==> config.mk <==
export PLATFORM = sky130hd
export DESIGN_NAME = uart_tx_serializer
export DESIGN_NICKNAME = d
export VERILOG_FILES = /design/src/rtl/uart_tx_serializer.sv
export SDC_FILE = /design/constraint.sdc
export NUM_CORES = 1
export LEC_CHECK = 0
export ABC_AREA = 1
export CORE_MARGIN = 2
export CORE_UTILIZATION = 54
export DETAILED_ROUTE_END_ITERATION = 7
export GPL_ROUTABILITY_DRIVEN = 0
export PLACE_DENSITY = 0.8
export SKIP_CTS_REPAIR_TIMING = 1
export SYNTH_ARGS = -nofsm -noshare
export SYNTH_HDL_FRONTEND = slang
export SYNTH_SLANG_ARGS = --single-unit
==> constraint.sdc <==
create_clock -name clk -period 1.9 [get_ports clk]
set_input_delay 0.38 -clock clk [delete_from_list [all_inputs] [get_ports clk]]
set_output_delay 0.38 -clock clk [all_outputs]
set_load 0.05 [all_outputs]
==> src/rtl/uart_tx_serializer.sv <==
// uart_tx_serializer
//
// Serializes one parallel word per Data_Valid handshake into a UART frame.
// The frame is a start bit (0), DATA_WIDTH data bits sent LSB first, an
// optional parity bit, and a stop bit (1). Each bit lasts Prescale clock
// cycles, and a Prescale of 0 is treated as 1.
//
// The parity bit matches the receiver's parity checker. PAR_TYP = 0 gives
// even parity (^data). PAR_TYP = 1 gives odd parity (~^data).
//
// Build option:
//   UART_TX_PARITY_EN  defined   : PARITY state, parity logic and the
//                                  PAR_EN/PAR_TYP latches are built.
//                      undefined : parity is compiled out. PAR_EN and
//                                  PAR_TYP are ignored, and every frame is
//                                  10 bit-times long.
//
// Ports:
//   clk        in   rising-edge clock
//   rst        in   synchronous, active-low reset
//   P_DATA     in   word to send, latched on acceptance
//   Data_Valid in   send request; only honoured in IDLE
//   PAR_EN     in   append a parity bit (latched on acceptance)
//   PAR_TYP    in   0 = even, 1 = odd (latched on acceptance)
//   Prescale   in   clock cycles per bit (latched on acceptance)
//   TX_OUT     out  serial line, registered, idles high
//   busy       out  registered, high for the whole frame
//
// State   | meaning
// --------+-----------------------------------------------
// IDLE    | line high, waiting for Data_Valid
// START   | driving the start bit (0)
// DATA    | driving data bit bit_idx
// PARITY  | driving the parity bit (parity builds only)
// STOP    | driving the stop bit (1), then back to IDLE

module uart_tx_serializer #(
  parameter int DATA_WIDTH     = 8,
  parameter int PRESCALE_WIDTH = 6
) (
  input  logic                      clk,
  input  logic                      rst,
  input  logic [DATA_WIDTH-1:0]     P_DATA,
  input  logic                      Data_Valid,
  input  logic                      PAR_EN,
  input  logic                      PAR_TYP,
  input  logic [PRESCALE_WIDTH-1:0] Prescale,
  output logic                      TX_OUT,
  output logic                      busy
);

  localparam int IDX_W = (DATA_WIDTH > 1) ? $clog2(DATA_WIDTH) : 1;
  localparam logic [IDX_W-1:0] LAST_IDX = IDX_W'(DATA_WIDTH - 1);

`ifdef UART_TX_PARITY_EN
  typedef enum logic [2:0] {IDLE, START, DATA, PARITY, STOP} state_t;
`else
  typedef enum logic [2:0] {IDLE, START, DATA, STOP} state_t;
`endif

  state_t                    state;
  logic [PRESCALE_WIDTH-1:0] timer;
  logic [PRESCALE_WIDTH-1:0] tc;       // terminal count = effective prescale - 1
  logic [IDX_W-1:0]          bit_idx;
  logic [IDX_W-1:0]          idx_nxt;
  logic [DATA_WIDTH-1:0]     data_r;
  logic                      tc_hit;

`ifdef UART_TX_PARITY_EN
  logic par_en_r;
  logic par_bit;
`else
  // The parity ports stay on the boundary but drive nothing in this build.
  logic unused_par;
  assign unused_par = PAR_EN ^ PAR_TYP;
`endif

  assign tc_hit  = (timer == tc);
  assign idx_nxt = bit_idx + IDX_W'(1);

  // TX_OUT is loaded with the level of the state being entered. The line
  // therefore changes on the same edge as the state, with no combinational
  // path from the inputs.
  always_ff @(posedge clk) begin
    if (!rst) begin
      state   <= IDLE;
      TX_OUT  <= 1'b1;
      busy    <= 1'b0;
      timer   <= '0;
      tc      <= '0;
      bit_idx <= '0;
      data_r  <= '0;
`ifdef UART_TX_PARITY_EN
      par_en_r <= 1'b0;
      par_bit  <= 1'b0;
`endif
    end else begin
      case (state)
        IDLE: begin
          if (Data_Valid) begin
            data_r  <= P_DATA;
            tc      <= (Prescale == '0) ? '0 : Prescale - 1'b1;
            timer   <= '0;
            bit_idx <= '0;
            state   <= START;
            TX_OUT  <= 1'b0;
            busy    <= 1'b1;
`ifdef UART_TX_PARITY_EN
            par_en_r <= PAR_EN;
            par_bit  <= PAR_TYP ? ~^P_DATA : ^P_DATA;
`endif
          end
        end

        START: begin
          if (tc_hit) begin
            timer  <= '0;
            state  <= DATA;
            TX_OUT <= data_r[0];
          end else begin
            timer <= timer + 1'b1;
          end
        end

        DATA: begin
          if (tc_hit) begin
            timer <= '0;
            if (bit_idx == LAST_IDX) begin
              bit_idx <= '0;
`ifdef UART_TX_PARITY_EN
              if (par_en_r) begin
                state  <= PARITY;
                TX_OUT <= par_bit;
              end else begin
                state  <= STOP;
                TX_OUT <= 1'b1;
              end
`else
              state  <= STOP;
              TX_OUT <= 1'b1;
`endif
            end else begin
              bit_idx <= idx_nxt;
              TX_OUT  <= data_r[idx_nxt];
            end
          end else begin
            timer <= timer + 1'b1;
          end
        end

`ifdef UART_TX_PARITY_EN
        PARITY: begin
          if (tc_hit) begin
            timer  <= '0;
            state  <= STOP;
            TX_OUT <= 1'b1;
          end else begin
            timer <= timer + 1'b1;
          end
        end
`endif

        STOP: begin
          if (tc_hit) begin
            timer  <= '0;
            state  <= IDLE;
            TX_OUT <= 1'b1;
            busy   <= 1'b0;
          end else begin
            timer <= timer + 1'b1;
          end
        end

        default: begin
          state  <= IDLE;
          TX_OUT <= 1'b1;
          busy   <= 1'b0;
          timer  <= '0;
        end
      endcase
    end
  end

endmodule

# Yosys cells after proc, flatten, opt, wreduce, memory -nomap -nowiden
# Index checks and enable logic that the tools add are counted.
# Widths: inputs -> output; s select.
# totals
wordCells	57
input_bits	19
out_inout_bits	2
regBits	28
# op_classes
add_sub_neg	3
n_reduce_logical	10
n_mux	25
n_eq_ne	10
order_cmp	1
n_bitwise	1
# ops
operator	n
$mux 3	8
$mux 6	3
$pmux 3 s4	1
$pmux 6 s2	1
$ne 2x2->1 const B	5
$mux 1	8
$add 6x1->6 const B	1
$eq 3x2->1 const B	2
$eq 6x6->1	1
$logic_not 6->1	1
$pmux 3 s2	1
$reduce_and 3->1	2
$sub 6x1->6 const B	1
$reduce_and 5->1	1
$lt 3x4->1 const B	1
$pmux 1 s4	1
$reduce_and 4->1	1
$add 3x1->3 const B	1
$bmux 1 s3	1
$eq 3x1->1 const B	1
$eq 3x3->1 const B	1
$logic_not 3->1	1
$pmux 1 s3	1
$reduce_or 3->1	1
4 further kinds	4

# Depth between registers and ports, before layout
# logic_depth
word_depth	6
mapped_depth	11
depth_no_buf	11

# Worst setup path after synthesis
# OpenSTA, ideal clock, no wires.
# synth_path
kind	register to register
startpoint	register state[0]
endpoint	register tc[3]
t_required_ns	1.783
path_stages_with_launch	9
setup_ns	0.117
synth_period_minus_slack_ns	1.525
path_buffers	0
arrival_time_ns	1.408
slack_ns	0.375
path_cell_list	dfxtp_1 -> inv_1 -> ha_1 -> nand2_1 -> clkinv_1 -> nand2_1 -> inv_1 -> a22oi_1 -> nor2_1
# synth_via
elab_chain_cells	2
# synth_lines
item	line	text
from (decl)	61	state_t state;
from (signal assigned)	86	state <= IDLE;
from (signal assigned)	105	state <= START;
from (signal assigned)	118	state <= DATA;
$logic_not 3->1	98	case (state)
$reduce_and 2->1 (no line)	n/a	
to (signal assigned)	102	tc <= (Prescale == '0) ? '0 : Prescale - 1'b1;
to (decl)	63	logic [PRESCALE_WIDTH-1:0] tc;
# Every way passes these cells.
# A chain may end at the register's enable or synchronous reset.

# Worst setup path after layout
# layout_path
startpoint	register state[0]
endpoint	register timer[4]
# layout_via
elab_chain_cells	3
elab_cells_between_ends	7
cone_classes	4 x eq/ne; 1 x mux; 2 x reduce/logical
# layout_lines
item	line	text
$eq 3x2->1 / $eq 3x1->1 (equally long branches)	98	
$reduce_or 3->1 (no line)	n/a	
$pmux 6 s2	98	
to (signal assigned)	121	timer <= timer + 1'b1;
to (signal assigned)	147	timer <= timer + 1'b1;
to (signal assigned)	170	timer <= timer + 1'b1;
to (decl)	62	logic [PRESCALE_WIDTH-1:0] timer;
# Several ways; a longest one is shown, not always the timed one.

==> implementation parameters <==
Parameter                              Value

Timing
  Post-Route Skew    0.00338 ns
  Post-layout min period    1.68 ns
  Max transition margin    66.8%
  Pins over their slew limit    0
  Measured slew at the worst slew-check pin    0.498 ns
  Setup repair after global routing missed its margin    no
  Number of endpoints failing setup at the final stage    0
  Post-Route Hold Slack    0.473 ns
  Hold violation total from the final report    0
  Final sum of negative setup slack    0 ns
  Fmax    597 MHz
  Fin crit share    88.2%

Worst hold path
  Min-delay worst type    register to register

Detailed routing
  Antenna-violating nets left    0
  DR WL/cell    9.53 microns
  Routed via count divided by cell count    4.89
  Routed length on met2    1.17 mm
  DRC violation total after the first TritonRoute iteration    31
  Drt first pass iters    4
  Via Count    1351
  Post-Route WL    2.63 mm
  Post-route DRC violation count    0
  Met1 Routed Length    1.36 mm
  Met3 wirelength from detailed routing    67 microns
  Highest layer used for signal routing    met4

Floorplan
  Horiz. Die Dim    57.2 microns
  Die Span Y    57.2 microns
  DIE AREA    3270 sq um
  Number of I/O pins    21
  Initial Utilization    56.4%
  Site Rows    19
  Core area    2710 sq um

Synth
  Post-synth top flop    sky130_fd_sc_hd__dfxtp_1
  Main area contributors after synthesis    sky130_fd_sc_hd__dfxtp_1, sky130_fd_sc_hd__nand2_1, sky130_fd_sc_hd__ha_1
  Mean area per synthesized cell    6.91 sq um
  Number of synthesized flops with an enable pin    0
  Sequential cell area fraction in the yosys report    35.4%
  Flop and latch count out of synthesis    27
  Async set-or-reset flop fraction in the synthesized netlist    0%
  Number of synthesis warnings    0
  Most repeated cell in the gate-level netlist after synthesis    sky130_fd_sc_hd__nand2_1
  Library cells used by synthesis    28
  Cell area after synthesis    1530 sq um
  Portion of synthesized cell area occupied by the leading cell type    35.4%
  Mapped Nets    251
  Cell taking the most area after synthesis    sky130_fd_sc_hd__dfxtp_1
  Number of instances in the synthesized netlist    221
  Leading post-synthesis cells by instance count    sky130_fd_sc_hd__nand2_1, sky130_fd_sc_hd__nor2_1, sky130_fd_sc_hd__inv_1

Clocking
  Worst-path clk slew    0.15 ns
  Maximum buffer depth of the clock tree    2
  Total CTS buffers    3
  CTS Sinks    27
  CTS tree    built
  Root cell of the clock tree    sky130_fd_sc_hd__clkbuf_4
  Insertion delay to the later sink of the worst-skew pair    0.33 ns
  Number of H-tree levels    1

Critical path
  Gate family responsible for the most delay along the worst path    flip-flops
  Worst path bufs/invs    3
  Crit path capture    timer[4]$_SDFFE_PN0P_
  CP Class    register to register
  Largest fanout on the critical path    6
  Start point of the critical path    state[0]$_SDFFE_PN0P_
  Critical R2R Capture    timer[4]$_SDFFE_PN0P_
  Register-to-Register Path Depth    9
  Max incr delay on CP    0.44 ns
  Cells traversed along the worst timing path    inv_1 > ha_1 > inv_2 > nor2_4 > inv_1 > nand2_1 > nor3_1 > xor2_1 > nor2_1
  Total stage count of the critical path    9
  Cell seen most often among critical-path stages    sky130_fd_sc_hd__inv_1
  Slack of the worst reg-to-reg path    0.22 ns
  Worst setup EP type    register
  Kind of start point of the critical path    register
  Worst Path Arrival    1.92 ns
  Slowest stage cell on the critical path    sky130_fd_sc_hd__dfxtp_1
  Reg-to-reg startpoint    state[0]$_SDFFE_PN0P_
  Critical path data required time    2.14 ns

Run status
  Result of the run    completed

Power and ir drop
  PwrDens    1180 nW/um^2
  Leakage power total    0.000820 uW
  Total Power Consumption    2120 uW
  Largest voltage drop on the vdd net    0.000882 V

Place
  HPWL reported at the end of detailed placement    2.06 mm
  Count of buffers from port buffering    18
  Cell Area, Placed    1770 sq um

Global routing
  Vias in the first global route    1250
  Total global routing overflow    0
  Wire length of the first global-routing pass    5.07 mm
  Initial antenna violation count    0
  Pin count of the biggest net entering global routing    16
  Total Routing Usage GR    19.2%

Cells and area
  Share of cells above drive strength 1    8.57%
  Area overhead of the layout relative to synthesis    17.9%
  Antenna diode count    0
  Summed area of non-filler cells in the final layout    1800 sq um
  # nets final    276

Flow run
  Max Cap Viol    0
-- where the power goes --
| group | switching, uW | internal, uW | total, uW |
|---|---|---|---|
| registers | 99.6 | 699 | 799 |
| clock network | 176 | 79.2 | 256 |
| logic | 649 | 415 | 1060 |
-- worst reg2reg max path, stage by stage, from the launching register on --
cell,delay (ns)
sky130_fd_sc_hd__dfxtp_1,0.44
sky130_fd_sc_hd__inv_1,0.10
sky130_fd_sc_hd__ha_1,0.26
sky130_fd_sc_hd__inv_2,0.09
sky130_fd_sc_hd__nor2_4,0.05
sky130_fd_sc_hd__inv_1,0.14
sky130_fd_sc_hd__nand2_1,0.10
sky130_fd_sc_hd__nor3_1,0.19
sky130_fd_sc_hd__xor2_1,0.16
sky130_fd_sc_hd__nor2_1,0.06
-- metal layers --
metal / vias up / GRT usage, %
met4: 0 / 6.64
li1: 742 / -
met2: 16 / 31.2
met5: - / 0
met3: 5 / 2.72
met1: 588 / 26.3
-- cell families (layout without fill, tap and decap cells) --
family / Yosys count / after routing / synth area share (%)
and+or+nand+nor: 109 / 109 / 31.3
adders and majority gates: 11 / 11 / 9.01
DFF: 27 / 27 / 35.4
xor gates and xnor gates: 8 / 8 / 4.59
buffers and inverters: 35 / 59 / 8.60
AOI/OAI and AO/OA: 31 / 31 / 11.1
-- worst min path at each step --
| stage | start | to | slack [ns] | cells after the start |
|---|---|---|---|---|
| 2_1_floorplan | data_r[3]$_SDFFE_PN0P_ | data_r[3]$_SDFFE_PN0P_ | 0.43 | 2 |
| 3_3_place_gp | data_r[3]$_SDFFE_PN0P_ | data_r[3]$_SDFFE_PN0P_ | 0.46 | 2 |
| 3_5_place_dp | data_r[3]$_SDFFE_PN0P_ | data_r[3]$_SDFFE_PN0P_ | 0.46 | 2 |
| 4_1_cts | data_r[3]$_SDFFE_PN0P_ | data_r[3]$_SDFFE_PN0P_ | 0.48 | 2 |
| 5_1_grt | data_r[3]$_SDFFE_PN0P_ | data_r[3]$_SDFFE_PN0P_ | 0.51 | 2 |
| 6_report | data_r[3]$_SDFFE_PN0P_ | data_r[3]$_SDFFE_PN0P_ | 0.47 | 2 |
-- through the flow --
stage	cells	utilization, %	worst slack, ns
floorplan	221	-	0.375
global placement	272	65.3	0.143
detailed placement	272	65.3	0.141
CTS	276	66.3	0.0262
finish	276	66.5	0.224
global route	276	66.5	0.0467
-- layout make-up --
class	count	area [sq um]
inverters	33	124
repair buffers	22	215
multi-input cells	159	856
clock buffers	3	22.5
well taps	31	38.8
clock inverters	1	5.00
fillers	265	908
flip-flops and latches	27	541
-- flip-flops by register name (all words and copies together) (netlist names) --
| register | count |
|---|---|
| busy | 1 |
| TX_OUT | 1 |
| tc | 6 |
| bit_idx | 3 |
| timer | 6 |
| data_r | 8 |
| state | 2 |
-- cell usage in the layout (no fill, tap or decap), types with 2 or more instances in the layout --
| master | synthesis | final |
|---|---|---|
| sky130_fd_sc_hd__o21ai_1 | 2 | 2 |
| sky130_fd_sc_hd__nand3b_1 | 2 | 2 |
| sky130_fd_sc_hd__buf_4 | 0 | 4 |
| sky130_fd_sc_hd__dfxtp_1 | 27 | 27 |
| sky130_fd_sc_hd__a22oi_1 | 2 | 2 |
| sky130_fd_sc_hd__nor2_1 | 35 | 35 |
| sky130_fd_sc_hd__nor3_1 | 3 | 3 |
| sky130_fd_sc_hd__a21oi_1 | 13 | 13 |
| sky130_fd_sc_hd__dlymetal6s2s_1 | 0 | 2 |
| sky130_fd_sc_hd__o21ai_0 | 10 | 10 |
| sky130_fd_sc_hd__nand3_1 | 10 | 10 |
| sky130_fd_sc_hd__clkdlybuf4s50_1 | 0 | 16 |
| sky130_fd_sc_hd__inv_2 | 3 | 3 |
| sky130_fd_sc_hd__ha_1 | 11 | 11 |
| sky130_fd_sc_hd__xnor2_1 | 2 | 2 |
| sky130_fd_sc_hd__inv_1 | 28 | 28 |
| sky130_fd_sc_hd__clkinv_1 | 2 | 2 |
| sky130_fd_sc_hd__nand2_1 | 49 | 49 |
| sky130_fd_sc_hd__clkbuf_4 | 0 | 3 |
| sky130_fd_sc_hd__nor2_4 | 2 | 2 |
| sky130_fd_sc_hd__xor2_1 | 6 | 6 |
| sky130_fd_sc_hd__nand2_2 | 3 | 3 |
No activity file was read; power rests on OpenSTA's default activity.
